===== config.mk =====
export PLATFORM = sky130hd
export DESIGN_NAME = ccu_snoop_responder
export DESIGN_NICKNAME = d
export VERILOG_FILES = /design/src/rtl/ccu_snoop_responder.sv
export SDC_FILE = /design/constraint.sdc
export NUM_CORES = 1
export LEC_CHECK = 0
export CORE_MARGIN = 1
export CORE_UTILIZATION = 46
export CTS_BUF_LIST = sky130_fd_sc_hd__clkbuf_4 sky130_fd_sc_hd__clkbuf_8
export CTS_CLUSTER_DIAMETER = 50
export CTS_CLUSTER_SIZE = 8
export DETAILED_ROUTE_END_ITERATION = 10
export PLACE_DENSITY_LB_ADDON = 0.3
export SLEW_MARGIN = 20
export SYNTH_ARGS = -nofsm -noshare
export SYNTH_HDL_FRONTEND = slang
export SYNTH_SLANG_ARGS = --single-unit

===== constraint.sdc =====
create_clock -name clk_i -period 1.8 [get_ports clk_i]
set_input_delay 0.36 -clock clk_i [delete_from_list [all_inputs] [get_ports clk_i]]
set_output_delay 0.36 -clock clk_i [all_outputs]
set_load 0.02 [all_outputs]

===== src/rtl/ccu_snoop_responder.sv =====
// ccu_snoop_responder: cache-side ACE snoop responder (AC in, cache lookup, CR response, CD line beats)
// Ports:
//   clk_i, rst_ni                      clock, asynchronous active-low reset
//   ac_valid_i/ac_ready_o/ac_addr_i/ac_snoop_i   snoop request channel
//   cr_valid_o/cr_ready_i/cr_resp_o    snoop response channel
//   cd_valid_o/cd_ready_i/cd_data_o/cd_last_o    snoop data channel, lowest beat first
//   lu_valid_o/lu_ready_i/lu_addr_o/lu_inval_o   data cache lookup request
//   lu_rvalid_i/lu_hit_i/lu_dirty_i/lu_shared_i/lu_data_i   lookup result
module ccu_snoop_responder #(
    parameter int unsigned DcacheLineWidth = 128,
    parameter int unsigned AxiDataWidth    = 64,
    parameter int unsigned AxiAddrWidth    = 64
) (
    input  logic                       clk_i,
    input  logic                       rst_ni,
    input  logic                       ac_valid_i,
    output logic                       ac_ready_o,
    input  logic [AxiAddrWidth-1:0]    ac_addr_i,
    input  logic [3:0]                 ac_snoop_i,
    output logic                       cr_valid_o,
    input  logic                       cr_ready_i,
    output logic [4:0]                 cr_resp_o,
    output logic                       cd_valid_o,
    input  logic                       cd_ready_i,
    output logic [AxiDataWidth-1:0]    cd_data_o,
    output logic                       cd_last_o,
    output logic                       lu_valid_o,
    input  logic                       lu_ready_i,
    output logic [AxiAddrWidth-1:0]    lu_addr_o,
    output logic                       lu_inval_o,
    input  logic                       lu_rvalid_i,
    input  logic                       lu_hit_i,
    input  logic                       lu_dirty_i,
    input  logic                       lu_shared_i,
    input  logic [DcacheLineWidth-1:0] lu_data_i
);
    localparam int unsigned Words   = DcacheLineWidth / AxiDataWidth;
    localparam int unsigned OffBits = $clog2(DcacheLineWidth / 8);
    localparam int unsigned CntW    = $clog2(Words);
    localparam logic [AxiAddrWidth-1:0] OffMask = {{(AxiAddrWidth-OffBits){1'b0}}, {OffBits{1'b1}}};

    typedef enum logic [2:0] {IDLE, LOOKUP, WAIT_RESULT, SEND_CR, SEND_CD} state_t;

    state_t                     state_q;
    logic [AxiAddrWidth-1:0]    addr_q;
    logic [3:0]                 snoop_q;
    logic [4:0]                 resp_q;
    logic [DcacheLineWidth-1:0] line_q;
    logic [CntW-1:0]            cnt_q;
    logic                       op_read, op_data, op_inval, op_legal, last_beat, xfer;

    assign op_read   = snoop_q == 4'b0000 || snoop_q == 4'b0001;
    assign op_data   = op_read || snoop_q == 4'b0111 || snoop_q == 4'b1001;
    assign op_inval  = snoop_q == 4'b0111 || snoop_q == 4'b1001 || snoop_q == 4'b1101;
    assign op_legal  = op_data || snoop_q == 4'b1101;
    assign last_beat = cnt_q == CntW'(Words - 1);
    assign xfer      = lu_hit_i & op_data;

    assign ac_ready_o = state_q == IDLE;
    assign lu_valid_o = state_q == LOOKUP;
    assign cr_valid_o = state_q == SEND_CR;
    assign cd_valid_o = state_q == SEND_CD;
    assign lu_addr_o  = lu_valid_o ? addr_q & ~OffMask : '0;
    assign lu_inval_o = lu_valid_o & op_inval;
    assign cr_resp_o  = cr_valid_o ? resp_q : '0;
    assign cd_data_o  = cd_valid_o ? line_q[cnt_q*AxiDataWidth +: AxiDataWidth] : '0;
    assign cd_last_o  = cd_valid_o & last_beat;

    always_ff @(posedge clk_i or negedge rst_ni) begin
        if (!rst_ni) begin
            state_q <= IDLE;
            addr_q  <= '0;
            snoop_q <= '0;
            resp_q  <= '0;
            line_q  <= '0;
            cnt_q   <= '0;
        end else begin
            case (state_q)
                IDLE: if (ac_valid_i) begin
                    addr_q  <= ac_addr_i;
                    snoop_q <= ac_snoop_i;
                    state_q <= LOOKUP;
                end
                LOOKUP: if (lu_ready_i) state_q <= WAIT_RESULT;
                WAIT_RESULT: if (lu_rvalid_i) begin
                    line_q  <= lu_data_i;
                    // {WasUnique, IsShared, PassDirty, Error, DataTransfer}; illegal codes report Error only
                    resp_q  <= {lu_hit_i & ~lu_shared_i & op_legal, lu_hit_i & op_read,
                                xfer & lu_dirty_i & (snoop_q != 4'b0000), ~op_legal, xfer};
                    state_q <= SEND_CR;
                end
                SEND_CR: if (cr_ready_i) state_q <= resp_q[0] ? SEND_CD : IDLE;
                SEND_CD: if (cd_ready_i) begin
                    cnt_q   <= last_beat ? '0 : cnt_q + 1'b1;
                    state_q <= last_beat ? IDLE : SEND_CD;
                end
                default: state_q <= IDLE;
            endcase
        end
    end
endmodule

; Yosys cells after proc, flatten, opt, wreduce, memory -nomap -nowiden
; Index checks and enable logic that the tools add are counted.
[word_totals]
inputBits = 206
reg_bits = 205
wordCells = 56
output_inout_bits = 139
[op_classes]
n_mux = 12
addsub = 1
n_bitwise = 10
n_eq_ne = 13
shift = 1
n_reduce_logical = 13
[ops]
columns = operator, n
row1 = $mux W64, 2
row2 = $shiftx A128 B8 Y64, 1
row3 = $mux W3, 7
row4 = $pmux W3 S5, 1
row5 = $and A1 B1 Y1, 8
row6 = $eq A4 B4 Y1 const B, 2
row7 = $eq A3 B2 Y1 const B, 2
row8 = $logic_or A1 B1 Y1, 6
row9 = $ne A2 B1 Y1 const B, 3
row10 = $reduce_and A2 Y1, 3
row11 = $mux W5, 1
row12 = $reduce_and A5 Y1, 1
row13 = $eq A4 B1 Y1 const B, 1
row14 = $eq A4 B3 Y1 const B, 1
row15 = $logic_not A4 Y1, 1
row16 = $ne A2 B2 Y1 const B, 2
row17 = $reduce_bool A4 Y1, 1
row18 = $eq A3 B1 Y1 const B, 1
row19 = $eq A3 B3 Y1 const B, 1
row20 = $logic_not A3 Y1, 1
row21 = $not A1 Y1, 2
row22 = $add A1 B1 Y1 const B, 1
row23 = $mux W1, 1

; Logic depth before layout (Yosys ltp)
[depth]
depth_word = 7
ltp_mapped = 7

; Worst setup path before layout
; OpenSTA, ideal clock, no wires.
[synth_path]
kind = flip-flop to output port
start = reg state_q[2]
end = out lu_inval_o
path_slack_ps = -152
n_path_buf = 2
arrival_ps = 1592
path_stages_with_launch = 6
cell_sequence = dfrtp_1 > buf_2 > nor3b_2 > clkbuf_1 > nand2_1 > nor2_1
[synth_via]
elab_chain_cells = 2
[synth_lines]
columns = item, line
row1 = "start, declared", 44  ; state_t state_q;
row2 = "start signal, assigned", 92  ; SEND_CR: if (cr_ready_i) state_q <= resp_q[0] ? SEND_CD : IDLE;
row3 = "start signal, assigned", 95  ; state_q <= last_beat ? IDLE : SEND_CD;
row4 = $eq A3 B1 Y1, 60  ; assign lu_valid_o = state_q == LOOKUP;
row5 = via lu_valid_o, 27  ; output logic lu_valid_o,
row6 = $and A1 B1 Y1, 64  ; assign lu_inval_o = lu_valid_o & op_inval;
row7 = "end, declared", 30  ; output logic lu_inval_o,
; The timed path passes the listed nets, and every way through them passes these cells.

; Worst setup path after layout
[layout_path]
start = reg state_q[0]
end = out lu_addr_o[28]
[layout_via]
elab_chain_cells = 2
[layout_lines]
columns = item, line
row1 = $eq A3 B1 Y1, 60
row2 = $mux W64, 63  ; assign lu_addr_o = lu_valid_o ? addr_q & ~OffMask : '0;
row3 = "end, declared", 29  ; output logic [AxiAddrWidth-1:0] lu_addr_o,
; No other way between the ends.

==> impl_metrics.json <==
{
  "seq_area_frac_synth_pct": 55.2,
  "antenna_cells_inserted": 0,
  "share_of_layout_cells_above_drive_strength_1_pct": 28.1,
  "place_area_sq_um": 13000,
  "htree_num_levels": 1,
  "register_bit_count_reported_by_yosys": 201,
  "crit_path_end_kind": "output pin",
  "critical_path_arrival_ps": 1930,
  "route.final.wire_length_um": 28800,
  "placeable_core_area_sq_um": 19500,
  "port_buffers": 336,
  "layout.cells.most_common_list": "nand2_1, clkdlybuf4s50_1, dfrtp_1",
  "final_area_sq_um": 14300,
  "worstSetupPathDepth": 6,
  "gp_routability_congestion": 0.796,
  "cts_buffer_depth": 3,
  "vdd_ir_drop_max_uv": 1150,
  "num_rows": 51,
  "io-pin-count": 345,
  "period_share_pct": 127,
  "layout.cells.non_filler": 1612,
  "rsz0062_at_grt": "yes",
  "ys_async_sr_fraction_pct": 100,
  "grtUsageTotal_pct": 25.5,
  "die_height_um": 143,
  "crit_fanout": 10,
  "hpwl_um": 18200,
  "placed_cells": 1536,
  "flow.area_growth_from_synthesis_pct": 56.9,
  "outcome": "finished with violations",
  "post_drt_via_cell_ratio": 4.98,
  "floorplan.die.width_um": 143,
  "place_ws_ps": -315,
  "clock_sink_count": 201,
  "critPathSlowestCell": "dfrtp_1",
  "wl_per_cell_um": 17.9,
  "worstSkewPairLatency_ps": 540,
  "syn_area_per_cell_sq_um": 9.58,
  "crit_end": "lu_addr_o[28]",
  "final_max_slew_viol_count": 0,
  "clock_buffers_created_by_tritoncts": 29,
  "critPathRequiredTime_ps": 1440,
  "crit_path_cell_trace": "nor3b_4, buf_6, buf_4, buf_4, and2_4, buf_6",
  "pwr_density_cell_nw_per_um2": 1520,
  "yosys_most_used_dff": "dfrtp_1",
  "global_route_wire_length_before_repair_um": 40200,
  "critical_path_buf_inv_count": 4,
  "syn_inst": 952,
  "r2r-start": "state_q[1]",
  "fmaxAchievable_ghz": 0.436,
  "most_frequent_standard_cell_in_the_layout_excluding_fill_and_tap_cells": "nand2_1",
  "route.vias.total": 8025,
  "total_power_mw": 21.7,
  "max_cap_violations": 0,
  "violations": "setup timing",
  "ff2ff_setup_slack_ps": -320,
  "crit_path_start": "state_q[0]",
  "crit_path_max_cell_delay_ps": 420,
  "final_antenna_net_count": 0,
  "final-hold-violation-count": 0,
  "worstSetupPathType": "reg -> out",
  "setup_total_negative_slack_ps": -63310,
  "grt_antenna_before_repair": 0,
  "tritoncts": "yes",
  "grt_total_ovfl": 0,
  "grt_pass1_vias": 7919,
  "final.setup.worst_slack_ps": -492,
  "rr_worst_depth": 8,
  "clkTransAtPathRegs_ps": 60,
  "tmin_final_ps": 2290,
  "worst_clock_skew_ps": 15.3,
  "largest_net_degree_at_the_start_of_global_routing": 67,
  "leakage_nw": 6.82,
  "drc_errors": 0,
  "syn_area_sq_um": 9120,
  "synth_cell_types": 31,
  "ys.warnings.count": 0,
  "die_area_sq_um": 20400,
  "edff_count_synth": 0,
  "clock-root-buffer": "clkbuf_8",
  "drt_iter0_drc": 274,
  "destination_of_the_worst_register_to_register_timing_path": "addr_q[55]",
  "finalSetupViolations": 199,
  "nNetsFinal": 1550,
  "hold_path.class": "in -> async",
  "critPathLaunchType": "register",
  "worst_path_dominant_cell_family": "buffers and inverters",
  "drt_pre_antenna_iters": 5,
  "initial_core_util_pct": 46.9
}
## final cells by class
| type | instances | area (sq um) |
|---|---|---|
| inverter | 1 | 3.75 |
| timing repair buffer | 422 | 4470 |
| multi-input combinational | 689 | 4010 |
| fill | 1372 | 5160 |
| clock inverter | 1 | 30.0 |
| clock buffer | 33 | 429 |
| sequential | 201 | 5030 |
| tap | 265 | 332 |
## layer usage
metal	global-route usage, %	up-vias	routed length (um)
met2	44.8	308	14700
li1	-	3764	-
met3	8.35	61	2430
met1	29.7	3892	11000
met5	0	-	0
met4	7.36	0	743
## metrics by stage
stage	utilization, %	hold WS [ps]
CTS	71.0	318
global route	73.5	323
finish	73.5	342
floorplan	-	64.4
detailed placement	66.9	355
global placement	66.9	348
## worst min path at each step
stage                        from          end  slack (ps)  cells after the start
floorplan                  rst_ni   addr_q[10]          60                      0
global placement           rst_ni  line_q[106]         350                      1
detailed placement         rst_ni   line_q[42]         350                      1
CTS                 lu_data_i[65]   line_q[65]         320                      3
global route        lu_data_i[65]   line_q[65]         320                      3
finish                     rst_ni   line_q[42]         340                      2
## power by group
| group | internal (mW) | leakage (nW) | total, mW | switching [mW] |
|---|---|---|---|---|
| clock | 1.66 | 0.241 | 3.28 | 1.62 |
| sequential | 6.69 | 2.47 | 7.94 | 1.25 |
| combinational | 5.60 | 4.10 | 10.5 | 4.88 |
## sequential cells by signal, summed over array words and instances, names as in the netlist
signal	flops
resp_q	5
addr_q	60
cnt_q	1
line_q	128
snoop_q	4
state_q	3
## Yosys cell counts, types with 3 or more instances
cell	count	area (sq um)
nor2_1	67	251
mux2i_1	66	661
mux2_2	60	676
a21oi_1	3	15.0
clkbuf_1	17	63.8
buf_2	35	175
buf_6	7	78.8
o31ai_1	3	22.5
buf_4	4	30.0
and2_1	65	407
dfrtp_1	201	5030
mux2_1	4	45.0
nand2_1	397	1490
## logic make-up (layout without fill, tap and decap cells)
| kind of cell | Yosys count | in the layout | synth area share [%] |
|---|---|---|---|
| buffers and inverters | 65 | 457 | 3.90 |
| XOR/XNOR | 1 | 1 | 0.0961 |
| AO/OA/AOI/OAI | 11 | 11 | 0.810 |
| flip-flops | 201 | 201 | 55.2 |
| AND/OR/NAND/NOR | 543 | 543 | 24.8 |
| other | 1 | 4 | 0.0411 |
| multiplexers | 130 | 130 | 15.1 |
## timing repair
item                                   in CTS  in global routing
hold buffers                                1                  0
pin swaps                                  11                 12
endpoints found under the hold margin      44                  0
buffers inserted                           12                 15
cloned                                      4                 14
gates resized for setup                   586                175
setup endpoints to repair                 135                199
(Power assumes the default switching activity.)
==> variant, RTL diff (config.mk and constraints unchanged) <==
The 5 states of `state_t` get a Gray code encoding in 3 bits.
--- a/src/rtl/ccu_snoop_responder.sv
+++ b/src/rtl/ccu_snoop_responder.sv
@@ -40,5 +40,5 @@
     localparam logic [AxiAddrWidth-1:0] OffMask = {{(AxiAddrWidth-OffBits){1'b0}}, {OffBits{1'b1}}};
 
-    typedef enum logic [2:0] {IDLE, LOOKUP, WAIT_RESULT, SEND_CR, SEND_CD} state_t;
+    typedef enum logic [2:0] {IDLE = 3'b000, LOOKUP = 3'b001, WAIT_RESULT = 3'b011, SEND_CR = 3'b010, SEND_CD = 3'b110} state_t;
 
     state_t                     state_q;
Behaviour: no difference found for any inputs over 4 cycles, from zero or initial values and one cycle with rst_ni low; so few cycles prove little.
==> variant against the unedited design <==
The flow still finishes with violations (setup timing). Critical path type unchanged. Setup slack better by 0.049 ns. Clock skew down 0.0044 ns. Power up 2.8%. Area after synthesis up 1.9%. Critical endpoint is now lu_addr_o[40]. Cell area up 4.3%. Sequential cell count unchanged. Via count down 14%. Routed wire length down 5.7%.
==> variant: results (changes against the unedited design) <==
Total Routing Usage GR 0.237 (-0.0188); P_leak 0.00649 uW (-4.8%); wire length of the first global-routing pass 37.8 mm (-6.0%); status finished, violations left; share of cells above drive strength 1 0.492 (+0.210); ranking of synthesized cells by instance count dfrtp_1, mux2_2, and2_1, nor2_1, mux2i_1; number of antenna violations at the first check in global routing 1 (+1); Critical Path AT 1.88 ns (-0.05 ns); Final HPWL DP 16.8 mm (-7.8%); total of fill cells in the finished design 1250 (-8.9%); final setup fails 196 (-1.5%); worst clock skew 0.0109 ns (-0.00441 ns); routed length on met1 10.4 mm (-6.0%); clk slew on worst S/H paths 0.07 ns; post-route worst setup slack -0.442 ns (+0.0495 ns); number of cells in the finished layout apart from fillers 1360 (-16%); routed wire length 27.2 mm (-5.7%); failing checks setup timing; maximum number of pins on one net before global-route repair 56 (-16%); share of synthesized area occupied by flip-flops and latches 0.541 (-0.0105); count of vias placed by the detailed router 6896 (-14%); Netlist cell types 38 (+23%); length of routed met3 wiring 2.31 mm (-5.0%); CTS buffer count 29 (unchanged); drt first-iter violations 183 (-33%); routability cong. 0.749 (-6.0%); detailed-router iteration count before antenna repair 4 (-1); crit path max fanout 24 (+14); number of global-route vias before repair 7133 (-9.9%); pre-CTS setup slack -0.344 ns (-0.0287 ns); Met2 Wirelength 13.9 mm (-5.1%); largest cells by area after synthesis dfrtp_1, mux2_2, mux2_4; per-instance average area after synthesis 13.6 um2 (+42%); Placement Cell Area 0.0132 mm2 (+1.8%); maximum ir drop on the vdd rail 1070 uV (-7.5%); Nets 1299 (-16%)
-- variant: metrics by stage --
step	setup TNS, ns	power, uW
after global placement	-43.07	16600
final	-51.03	22300
after detailed placement	-45.83	16900
after floorplan	0	13600
after global routing	-65.86	23500
after CTS	-59.84	21100
-- variant: cell type report --
cell class | instances | area, um2 | share of cell area
Clock inverter | 2 | 10.0 | 0.000671
Sequential cell | 201 | 5040 | 0.337
Tap cell | 265 | 332 | 0.0222
Inverter | 4 | 20.0 | 0.00134
Multi-Input combinational cell | 433 | 4430 | 0.297
Clock buffer | 30 | 407 | 0.0272
Timing Repair Buffer | 424 | 4690 | 0.314
Antenna cell | 1 | 2.50 | 0.000168
-- variant: critical path, cell delays in order (launching register included) --
cell and delay [ns]:
dfrtp_2 0.44, nor3b_4 0.27, buf_6 0.17, buf_12 0.16, and2_1 0.17, buf_4 0.15
-- variant: kinds of logic after synthesis --
family,after synthesis,synth area share
compound gates,15,0.0104
xor+xnor,1,0.000942
buf+inv,52,0.0384
flops,201,0.541
mux,255,0.321
other cells,1,0.000403
simple gates,157,0.0883
-- variant: path summary, 6_finish.rpt --
check,cells after the start,from,to,slack (ns)
hold reg to reg,1,addr_q[10],addr_q[10],0.48
max in group asynchronous,3,rst_ni,line_q[80],0.85
setup / recovery,5,state_q[1],lu_addr_o[40],-0.44
hold / removal,2,rst_ni,line_q[92],0.33
setup reg to reg,7,state_q[2],addr_q[42],-0.14
min in group clk_i,2,lu_shared_i,resp_q[4],0.42
-- variant: timing repair --
item	4_1_cts	5_1_grt
endpoints found under the setup margin	135	264
hold buffers	1	0
setup buffers	23	6
cloned	6	11
pin swaps	6	19
gates resized for setup	750	177
endpoints found under the hold margin	30	0
-- variant: metal layers --
| layer | global-route usage | vias to the layer above |
|---|---|---|
| li1 | - | 3147 |
| met1 | 0.286 | 3435 |
| met2 | 0.410 | 266 |
| met3 | 0.0662 | 48 |
| met4 | 0.0693 | 0 |
| met5 | 0 | - |
-- variant: where the power goes --
part	switching, uW	internal, uW
registers	1490	6850
logic	4280	6620
clock network	1610	1450
total	7380	14900
